File: src/rtl/fpu_instr_encoder.sv
// Encodes decoded FPU commands into RV64D OP-FP instruction words and queues them in a FIFO.
// Optional statistics counters are enabled with the FPU_ENC_STATS_EN macro.
module fpu_instr_encoder #(
  parameter int DEPTH = 4,
  parameter int CNT_W = 16
) (
  input  logic                       clk,
  input  logic                       rst_n,
  input  logic                       cmd_valid,
  output logic                       cmd_ready,
  input  logic [4:0]                 cmd_op,
  input  logic [4:0]                 cmd_rd,
  input  logic [4:0]                 cmd_rs1,
  input  logic [4:0]                 cmd_rs2,
  input  logic [2:0]                 cmd_rm,
  output logic                       instr_valid,
  input  logic                       instr_ready,
  output logic [31:0]                instr,
  output logic                       bad_op,
  output logic [$clog2(DEPTH):0]     fifo_level
`ifdef FPU_ENC_STATS_EN
  ,
  output logic [CNT_W-1:0]           issued_cnt,
  output logic [CNT_W-1:0]           dropped_cnt
`endif
);

  localparam int PTR_W = $clog2(DEPTH);
  localparam int LVL_W = PTR_W + 1;
  localparam logic [6:0] OPCODE_OP_FP = 7'b1010011;

  if (DEPTH < 2 || (DEPTH & (DEPTH - 1)) != 0 || CNT_W < 1) begin : g_bad_cfg
    $error("fpu_instr_encoder: DEPTH must be a power of two >= 2 and CNT_W >= 1");
  end

  function automatic logic op_is_valid(input logic [4:0] op);
    return (op <= 5'd6);
  endfunction

  // Reserved rounding modes 101/110 fall back to dynamic rounding.
  function automatic logic [2:0] fix_rm(input logic [2:0] rm);
    if (rm == 3'b101 || rm == 3'b110) return 3'b111;
    return rm;
  endfunction

  function automatic logic [31:0] encode(
    input logic [4:0] op,
    input logic [4:0] rd,
    input logic [4:0] rs1,
    input logic [4:0] rs2,
    input logic [2:0] rm
  );
    logic [6:0] funct7;
    logic [4:0] rs2_f;
    funct7 = 7'b0000000;
    rs2_f  = rs2;
    case (op)
      5'd0: funct7 = 7'b0000001;
      5'd1: funct7 = 7'b0000101;
      5'd2: funct7 = 7'b0001001;
      5'd3: funct7 = 7'b0001101;
      5'd4: begin funct7 = 7'b0101101; rs2_f = 5'b00000; end
      5'd5: begin funct7 = 7'b1100001; rs2_f = 5'b00010; end
      5'd6: begin funct7 = 7'b1101001; rs2_f = 5'b00010; end
      default: begin funct7 = 7'b0000000; rs2_f = 5'b00000; end
    endcase
    return {funct7, rs2_f, rs1, fix_rm(rm), rd, OPCODE_OP_FP};
  endfunction

  logic [31:0]      word_p0;
  logic             vld_p0;
  logic             op_ok_p0;
  logic             push;
  logic             pop;
  logic [PTR_W-1:0] wr_ptr;
  logic [PTR_W-1:0] rd_ptr;
  logic [LVL_W-1:0] level;
  logic [31:0]      mem [DEPTH];

  assign cmd_ready   = (level != LVL_W'(DEPTH));
  assign vld_p0      = cmd_valid && cmd_ready;
  assign op_ok_p0    = op_is_valid(cmd_op);
  assign word_p0     = encode(cmd_op, cmd_rd, cmd_rs1, cmd_rs2, cmd_rm);
  assign push        = vld_p0 && op_ok_p0;
  assign instr_valid = (level != '0);
  assign pop         = instr_valid && instr_ready;
  assign instr       = instr_valid ? mem[rd_ptr] : 32'h0;
  assign fifo_level  = level;

  // Stage p0 -> FIFO storage: data written without reset, control reset below.
  always_ff @(posedge clk) begin
    if (push) mem[wr_ptr] <= word_p0;
  end

  always_ff @(posedge clk or negedge rst_n) begin
    if (!rst_n) begin
      wr_ptr <= '0;
      rd_ptr <= '0;
      level  <= '0;
      bad_op <= 1'b0;
    end else begin
      bad_op <= vld_p0 && !op_ok_p0;
      if (push) wr_ptr <= wr_ptr + 1'b1;
      if (pop)  rd_ptr <= rd_ptr + 1'b1;
      case ({push, pop})
        2'b10:   level <= level + 1'b1;
        2'b01:   level <= level - 1'b1;
        default: level <= level;
      endcase
    end
  end

`ifdef FPU_ENC_STATS_EN
  always_ff @(posedge clk or negedge rst_n) begin
    if (!rst_n) begin
      issued_cnt  <= '0;
      dropped_cnt <= '0;
    end else begin
      if (pop && issued_cnt != '1) issued_cnt <= issued_cnt + 1'b1;
      if (vld_p0 && !op_ok_p0 && dropped_cnt != '1) dropped_cnt <= dropped_cnt + 1'b1;
    end
  end
`endif

endmodule

File: config.mk
export PLATFORM = sky130hd
export DESIGN_NAME = fpu_instr_encoder
export DESIGN_NICKNAME = d
export VERILOG_FILES = /design/src/rtl/fpu_instr_encoder.sv
export SDC_FILE = /design/constraint.sdc
export NUM_CORES = 1
export LEC_CHECK = 0
export ABC_AREA = 1
export BUFFER_PORTS_ARGS = -buffer_cell sky130_fd_sc_hd__buf_2
export CAP_MARGIN = 25
export CELL_PAD_IN_SITES_DETAIL_PLACEMENT = 1
export CELL_PAD_IN_SITES_GLOBAL_PLACEMENT = 1
export CORE_MARGIN = 1.5
export CORE_UTILIZATION = 40
export CTS_CLUSTER_DIAMETER = 30
export DETAILED_ROUTE_END_ITERATION = 10
export PLACE_DENSITY_LB_ADDON = 0.15
export SYNTH_ARGS = -nofsm -noshare
export SYNTH_HDL_FRONTEND = slang
export SYNTH_SLANG_ARGS = --single-unit
File: constraint.sdc
create_clock -name clk -period 2.3 [get_ports clk]
set_clock_uncertainty 0.1 [all_clocks]
set_input_delay 0.69 -clock clk [delete_from_list [all_inputs] [get_ports clk]]
set_output_delay 0.69 -clock clk [all_outputs]
set_load 0.01 [all_outputs]
Yosys cells after proc, flatten, opt, wreduce, memory -nomap -nowiden
Memory sizes are Yosys's and may differ from the RTL's. Index checks and enable logic that the tools add are counted.

Output and inout bits: 38. Bits in writable memories: 100. Memories kept: 1. Word-level logic and storage cells: 41. Register bits after elaboration: 8. Input bits: 27.

Memories: mem (words 4, bits a word 25, rd ports 1, clocked after Yosys merged registers in 0, wr ports 1, line 78) `logic [31:0] mem [DEPTH];`.

Muxes and demuxes: 9. Add/subtract/negate cells: 4. Eq/ne operators: 11. $lt $le $gt $ge: 1. Reduce and logical (&&, ||, !) cells: 11.

Operators with widths (count): $pmux 7 s7 (1); $mux 32 (1); $eq 5x3->1 const B (3); $eq 5x2->1 const B (2); $pmux 5 s2 (1); $eq 3x3->1 const B (2); $mux 3 (2); $pmux 3 s2 (1); $eq 5x1->1 const B (1); $le 5x3->1 const B (1); $logic_not 5->1 (1); $add 2x1->2 const B (2); $logic_and 1x1->1 (4); $reduce_or 4->1 (1); $add 3x1->3 const B (1); $mux 1 (3); $ne 3x3->1 const B (1); $reduce_bool 3->1 (1); $sub 3x1->3 const B (1); $eq 2x1->1 const B (1); $eq 2x2->1 const B (1); $reduce_bool 2->1 (1); $reduce_or 2->1 (1); $logic_not 1->1 (1); $logic_or 1x1->1 (1).

Depth between registers and ports, before layout
Depth after elaboration: 5. Mapped depth: 11. Gate-level depth less buffers: 11.

Worst setup path before layout
OpenSTA, ideal clock, no wires.

Path kind: input to register. From: input cmd_op[4]. To: memory mem[0][0] (netlist name) (enable). Required time: 1797 ps. Arrival: 2162 ps. Path buffers: 0. Setup time: 403 ps. Setup slack: -365 ps. Cell stages on the path: 5. Cells stage by stage: nor2_1 > nand3_1 > nand2_2 > nand2_2 > nor2_1.

Word-level cells in the longest chain between the ends: 4.

RTL lines: start, declared (line 11) `input logic [4:0] cmd_op,`; $le 5x3->1 (line 37) `return (op <= 5'd6);`; $logic_and 1x1->1 (line 84) `assign push = vld_p0 && op_ok_p0;`; $mux 1 (line 92) `if (push) mem[wr_ptr] <= word_p0;`; $mux 1 (implied by the code) (line 92); end, declared (line 78).

Every way passes these cells.

Final worst setup path
From: register rd_ptr[0]. To: output instr[12].

Word-level cells in the longest chain between the ends: 2.

RTL lines: start, declared (line 76) `logic [PTR_W-1:0] rd_ptr;`; start signal, assigned (line 104) `if (pop) rd_ptr <= rd_ptr + 1'b1;`; $mem_v2 4x25; $mux 32 (line 87) `assign instr = instr_valid ? mem[rd_ptr] : 32'h0;`; end, declared (line 18) `output logic [31:0] instr,`.

Every way passes these cells.

==> report_table.html <==
<table>
<tr><th>Metric</th><th>Value</th></tr>
<tr><th colspan="2">Setup path</th></tr>
<tr><td>Data required time of the critical path</td><td>about 1.5 ns</td></tr>
<tr><td>CP Class</td><td>reg -&gt; out</td></tr>
<tr><td>Depth of the worst register-to-register path</td><td>11</td></tr>
<tr><td>Worst setup EP type</td><td>output port</td></tr>
<tr><td>Register-to-register path setup slack</td><td>0.18 ns</td></tr>
<tr><td>Crit path launch</td><td>rd_ptr[0]$_DFFE_PN0P_</td></tr>
<tr><td>Signal arrival time at the worst endpoint</td><td>about 1.6 ns</td></tr>
<tr><td>Element type at the critical path start</td><td>flip-flop</td></tr>
<tr><td>Reg2reg end</td><td>fifo_level[2]$_DFFE_PN0P_</td></tr>
<tr><td>End point of the critical path</td><td>instr[12]</td></tr>
<tr><td>Worst flop-to-flop path startpoint</td><td>fifo_level[1]$_DFFE_PN0P_</td></tr>
<tr><td>Critical-path maximum fanout</td><td>15</td></tr>
<tr><th colspan="2">Yosys</th></tr>
<tr><td>Top-area cell type share of the netlist area</td><td>between 60% and 70%</td></tr>
<tr><td>Gate count after technology mapping</td><td>380</td></tr>
<tr><td>Combined area of all synthesized cells</td><td>between 4000 and 5000 µm²</td></tr>
<tr><td>Largest cells by area after synthesis</td><td>sky130_fd_sc_hd__edfxtp_1 (65%), sky130_fd_sc_hd__nor2_1 (9.5%), sky130_fd_sc_hd__dfrtp_1 (4.7%), sky130_fd_sc_hd__o21ai_0 (4.1%), sky130_fd_sc_hd__a21oi_1 (2.8%)</td></tr>
<tr><td>Sequential cell area fraction in the yosys report</td><td>about 70%</td></tr>
<tr><td>Synth Area in Simple Gates</td><td>12.63%</td></tr>
<tr><td>Distinct cell type count after synthesis</td><td>24</td></tr>
<tr><td>Post-synthesis sequential element count</td><td>100</td></tr>
<tr><td>Share of the synthesized area in compound gates (AO/OA/AOI/OAI)</td><td>just under 9%</td></tr>
<tr><td>Ys Warns</td><td>0</td></tr>
<tr><td>Adder-Cell Fraction of Synth Area</td><td>approximately 1.9%</td></tr>
<tr><td>Library cell occupying the most area in the post-synthesis netlist</td><td>sky130_fd_sc_hd__edfxtp_1</td></tr>
<tr><td>Main combinational cell family by area after synthesis</td><td>simple AND/OR/NAND/NOR gates</td></tr>
<tr><td>Proportion of synthesized area in mux cells</td><td>0%</td></tr>
<tr><td>Per-instance average area after synthesis</td><td>around 11 µm²</td></tr>
<tr><td>Parity-gate share of the synthesized area counting xor and xnor cells</td><td>less than 1%</td></tr>
<tr><th colspan="2">GRT</th></tr>
<tr><td>Total overflow reported by the global router</td><td>0</td></tr>
<tr><td>Maximum number of pins on one net before global-route repair</td><td>27</td></tr>
<tr><td>Global-route wire length before repair</td><td>between 15 and 20 mm</td></tr>
<tr><td>Antenna violations before repair</td><td>0</td></tr>
<tr><td>Via count of the first global-routing pass</td><td>~3.0k</td></tr>
<tr><td>Global-route usage over all layers</td><td>18.61%</td></tr>
<tr><th colspan="2">Detailed routing</th></tr>
<tr><td>Initial drt markers</td><td>roughly 110</td></tr>
<tr><td>Highest routed layer</td><td>met4</td></tr>
<tr><td>Met1 WL</td><td>approximately 4.7 mm</td></tr>
<tr><td>Via count normalized by instance count</td><td>about 4.9</td></tr>
<tr><td>Detailed Routing Iterations Pass 1</td><td>4</td></tr>
<tr><td>Post-Route WL</td><td>between 10 and 15 mm</td></tr>
<tr><td>Average detailed-routed wire length per instance</td><td>~17 µm</td></tr>
<tr><td>DRC viols</td><td>0</td></tr>
<tr><td>Met2 wire length</td><td>5.376 mm</td></tr>
<tr><td>Number of nets still failing antenna checks after routing</td><td>0</td></tr>
<tr><td>Detailed route wirelength on metal3</td><td>around 280 µm</td></tr>
<tr><td>Total vias in the final route</td><td>between 2k and 3k</td></tr>
<tr><th colspan="2">Power and ir drop</th></tr>
<tr><td>Sw Share</td><td>37.46%</td></tr>
<tr><td>Share of power burned in combinational logic</td><td>48.3%</td></tr>
<tr><td>Tot Pwr</td><td>between 6000 and 7000 µW</td></tr>
<tr><td>Largest vdd supply drop</td><td>between 0.4 and 0.5 mV</td></tr>
<tr><td>Net switching power of the design</td><td>around 2400 µW</td></tr>
<tr><td>Internal power consumption</td><td>between 3000 and 4000 µW</td></tr>
<tr><td>LEAKAGE</td><td>around 0.0021 µW</td></tr>
<tr><td>Clock Power Share</td><td>17.2%</td></tr>
<tr><td>Share of power burned in registers</td><td>34.5%</td></tr>
<tr><td>Power density over the cells</td><td>1183 nW/µm²</td></tr>
<tr><th colspan="2">STA</th></tr>
<tr><td>Hold Violations, Final</td><td>0</td></tr>
<tr><td>Least-Margin Pin Slew</td><td>0.4849 ns</td></tr>
<tr><td>Setup Viol. Count Final</td><td>23</td></tr>
<tr><td>Final max-slew violation count</td><td>0</td></tr>
<tr><td>Unrepaired setup endpoints after global routing</td><td>true</td></tr>
<tr><td>Highest clock rate</td><td>slightly above 400 MHz</td></tr>
<tr><td>Period Utilization, post-route</td><td>105.2%</td></tr>
<tr><td>Fin crit period</td><td>2.420 ns</td></tr>
<tr><td>Max_slew headroom</td><td>about two thirds</td></tr>
<tr><td>Tightest hold margin</td><td>roughly 0.06 ns</td></tr>
<tr><td>Crit path setup slack, layout</td><td>-0.1202 ns</td></tr>
<tr><th colspan="2">Floorplanning</th></tr>
<tr><td>Overall die height</td><td>106.4 µm</td></tr>
<tr><td>Number of I/O pins</td><td>65</td></tr>
<tr><td>X dimension of the die</td><td>106.4 µm</td></tr>
<tr><td>Area of the core</td><td>approximately 10000 µm²</td></tr>
<tr><td>Area of the die</td><td>~11000 µm²</td></tr>
<tr><td>Row count</td><td>37</td></tr>
<tr><td>Initial Util</td><td>41.26%</td></tr>
<tr><th colspan="2">CTS</th></tr>
<tr><td>CTS HTree Levels</td><td>3</td></tr>
<tr><td>Clock root buffer</td><td>sky130_fd_sc_hd__clkbuf_8</td></tr>
<tr><td>Post-CTS Hold Fix Bufs</td><td>0</td></tr>
<tr><td>Clock insertion delay at the later pin of the skew report</td><td>0.35 ns</td></tr>
<tr><td>Clock tree sinks</td><td>100</td></tr>
<tr><td>Clock input transition at the sequential cells of the worst setup and hold paths</td><td>about 0.10 ns</td></tr>
<tr><td>TritonCTS buffer count</td><td>9</td></tr>
<tr><td>Longest Clk Path Bufs</td><td>2</td></tr>
<tr><td>CTS tree</td><td>done</td></tr>
<tr><th colspan="2">Placed design</th></tr>
<tr><td>Final weighted congestion in routability-driven placement</td><td>approximately 0.74</td></tr>
<tr><td>Count of input and output buffers</td><td>59</td></tr>
<tr><td>Hpwl dp</td><td>approximately 6.4 mm</td></tr>
<tr><td>Placement-stage worst setup slack</td><td>-0.1435 ns</td></tr>
<tr><td>Standard cell area after detailed placement</td><td>~4900 µm²</td></tr>
<tr><th colspan="2">Run status</th></tr>
<tr><td>Status</td><td>finished, violations left</td></tr>
<tr><td>Violated checks</td><td>negative setup slack</td></tr>
<tr><th colspan="2">Finish</th></tr>
<tr><td>Area growth from synthesis to layout</td><td>26.23%</td></tr>
<tr><td>Final Instance Area</td><td>5401 µm²</td></tr>
<tr><td>Most frequent cells in the layout</td><td>sky130_fd_sc_hd__edfxtp_1 (92), sky130_fd_sc_hd__nor2_1 (88), sky130_fd_sc_hd__buf_2 (59), sky130_fd_sc_hd__o21ai_1 (35), sky130_fd_sc_hd__inv_1 (27)</td></tr>
<tr><td>Ratio of cells with drive above 1 in the final layout</td><td>a little under a third</td></tr>
<tr><td>Number of nets in the layout</td><td>500</td></tr>
<tr><td>Count of antenna diodes in the layout</td><td>0</td></tr>
<tr><td>Commonest non-fill, non-tap cell in the layout</td><td>sky130_fd_sc_hd__edfxtp_1</td></tr>
<tr><th colspan="2">Min path</th></tr>
<tr><td>Min-Delay Path Class</td><td>in -&gt; async</td></tr>
<tr><th colspan="2">Flow run</th></tr>
<tr><td># Max-Cap Violations</td><td>0</td></tr>
</table>
[cells in the mapped netlist, drive strengths merged]
cell,n
nor2,109
edfxtp,92
o21ai,51
inv,29
a21oi,24
buf,22
nand2,22
dfrtp,8
nand3,7
clkbuf,5
ha,5
conb,1
fa,1
o211ai,1
or2,1
xnor2,1
xor2,1
[what timing repair did]
item	in CTS	in global routing
setup endpoints to repair	23	24
pin swaps	1	17
setup buffers	3	2
gates resized for setup	23	38
gates cloned	1	4
[critical path, stage by stage, from the launching register on]
cell,delay (ns)
sky130_fd_sc_hd__dfrtp_2,0.43
sky130_fd_sc_hd__buf_12,0.16
sky130_fd_sc_hd__inv_6,0.10
sky130_fd_sc_hd__buf_12,0.15
sky130_fd_sc_hd__o21ai_1,0.07
sky130_fd_sc_hd__a21oi_1,0.19
sky130_fd_sc_hd__buf_2,0.16
[logic make-up (layout without fill, tap and decap cells)]
family | after synthesis | after routing
XOR/XNOR | 2 | 2
AND/OR/NAND/NOR | 139 | 139
buffers and inverters | 56 | 144
flip-flops | 100 | 100
AO/OA/AOI/OAI | 76 | 76
other | 1 | 5
adder cells (fa/ha/maj) | 6 | 6
[power groups by stage]
stage / registers, µW / logic, µW / clock network [µW]
after floorplan: 2240 / 1530 / 0
after global placement: 2250 / 2440 / 0
after detailed placement: 2260 / 2510 / 0
after CTS: 2220 / 2720 / 1130
after global routing: 2220 / 3400 / 1190
final: 2200 / 3090 / 1100
[cell type report]
| type | instances | area (µm²) |
|---|---|---|
| Clock buffer | 11 | 131.4 |
| Clock inverter | 5 | 61.31 |
| Timing Repair Buffer | 99 | 824.5 |
| Tap cell | 136 | 170.2 |
| Fill cell | 1150 | 4969 |
| Inverter | 29 | 113.9 |
| Multi-Input combinational cell | 228 | 1136 |
| Sequential cell | 100 | 2964 |
[state kept, by name, indices dropped and copies added (netlist names)]
signal,cells
mem,92
fifo_level,3
rd_ptr,2
wr_ptr,2
bad_op,1
[worst min-delay path by stage]
stage          slack, ns                 startpoint                        end
2_1_floorplan       0.29                      rst_n           bad_op$_DFF_PN0_
3_3_place_gp        0.41  fifo_level[0]$_DFFE_PN0P_  fifo_level[0]$_DFFE_PN0P_
3_5_place_dp        0.43  fifo_level[0]$_DFFE_PN0P_  fifo_level[0]$_DFFE_PN0P_
4_1_cts             0.05                      rst_n           bad_op$_DFF_PN0_
5_1_grt             0.06                      rst_n           bad_op$_DFF_PN0_
6_report            0.06                      rst_n           bad_op$_DFF_PN0_
[per-layer routing]
metal	vias to the layer above	GRT usage (%)
met4	0	6.476
met2	42	32.21
li1	1444	-
met3	5	2.698
met5	-	0
met1	1478	23.89
[through the flow]
| stage | TNS [ns] | utilization [%] | cells |
|---|---|---|---|
| after global routing | -3.511 | 52.09 | 608 |
| after floorplan | -32.56 | - | 384 |
| after global placement | -0.07125 | 47.44 | 582 |
| final | -1.553 | 52.09 | 608 |
| after CTS | -1.972 | 50.13 | 602 |
| after detailed placement | -0.1435 | 47.44 | 582 |
Power figures use the tool's default switching activity.
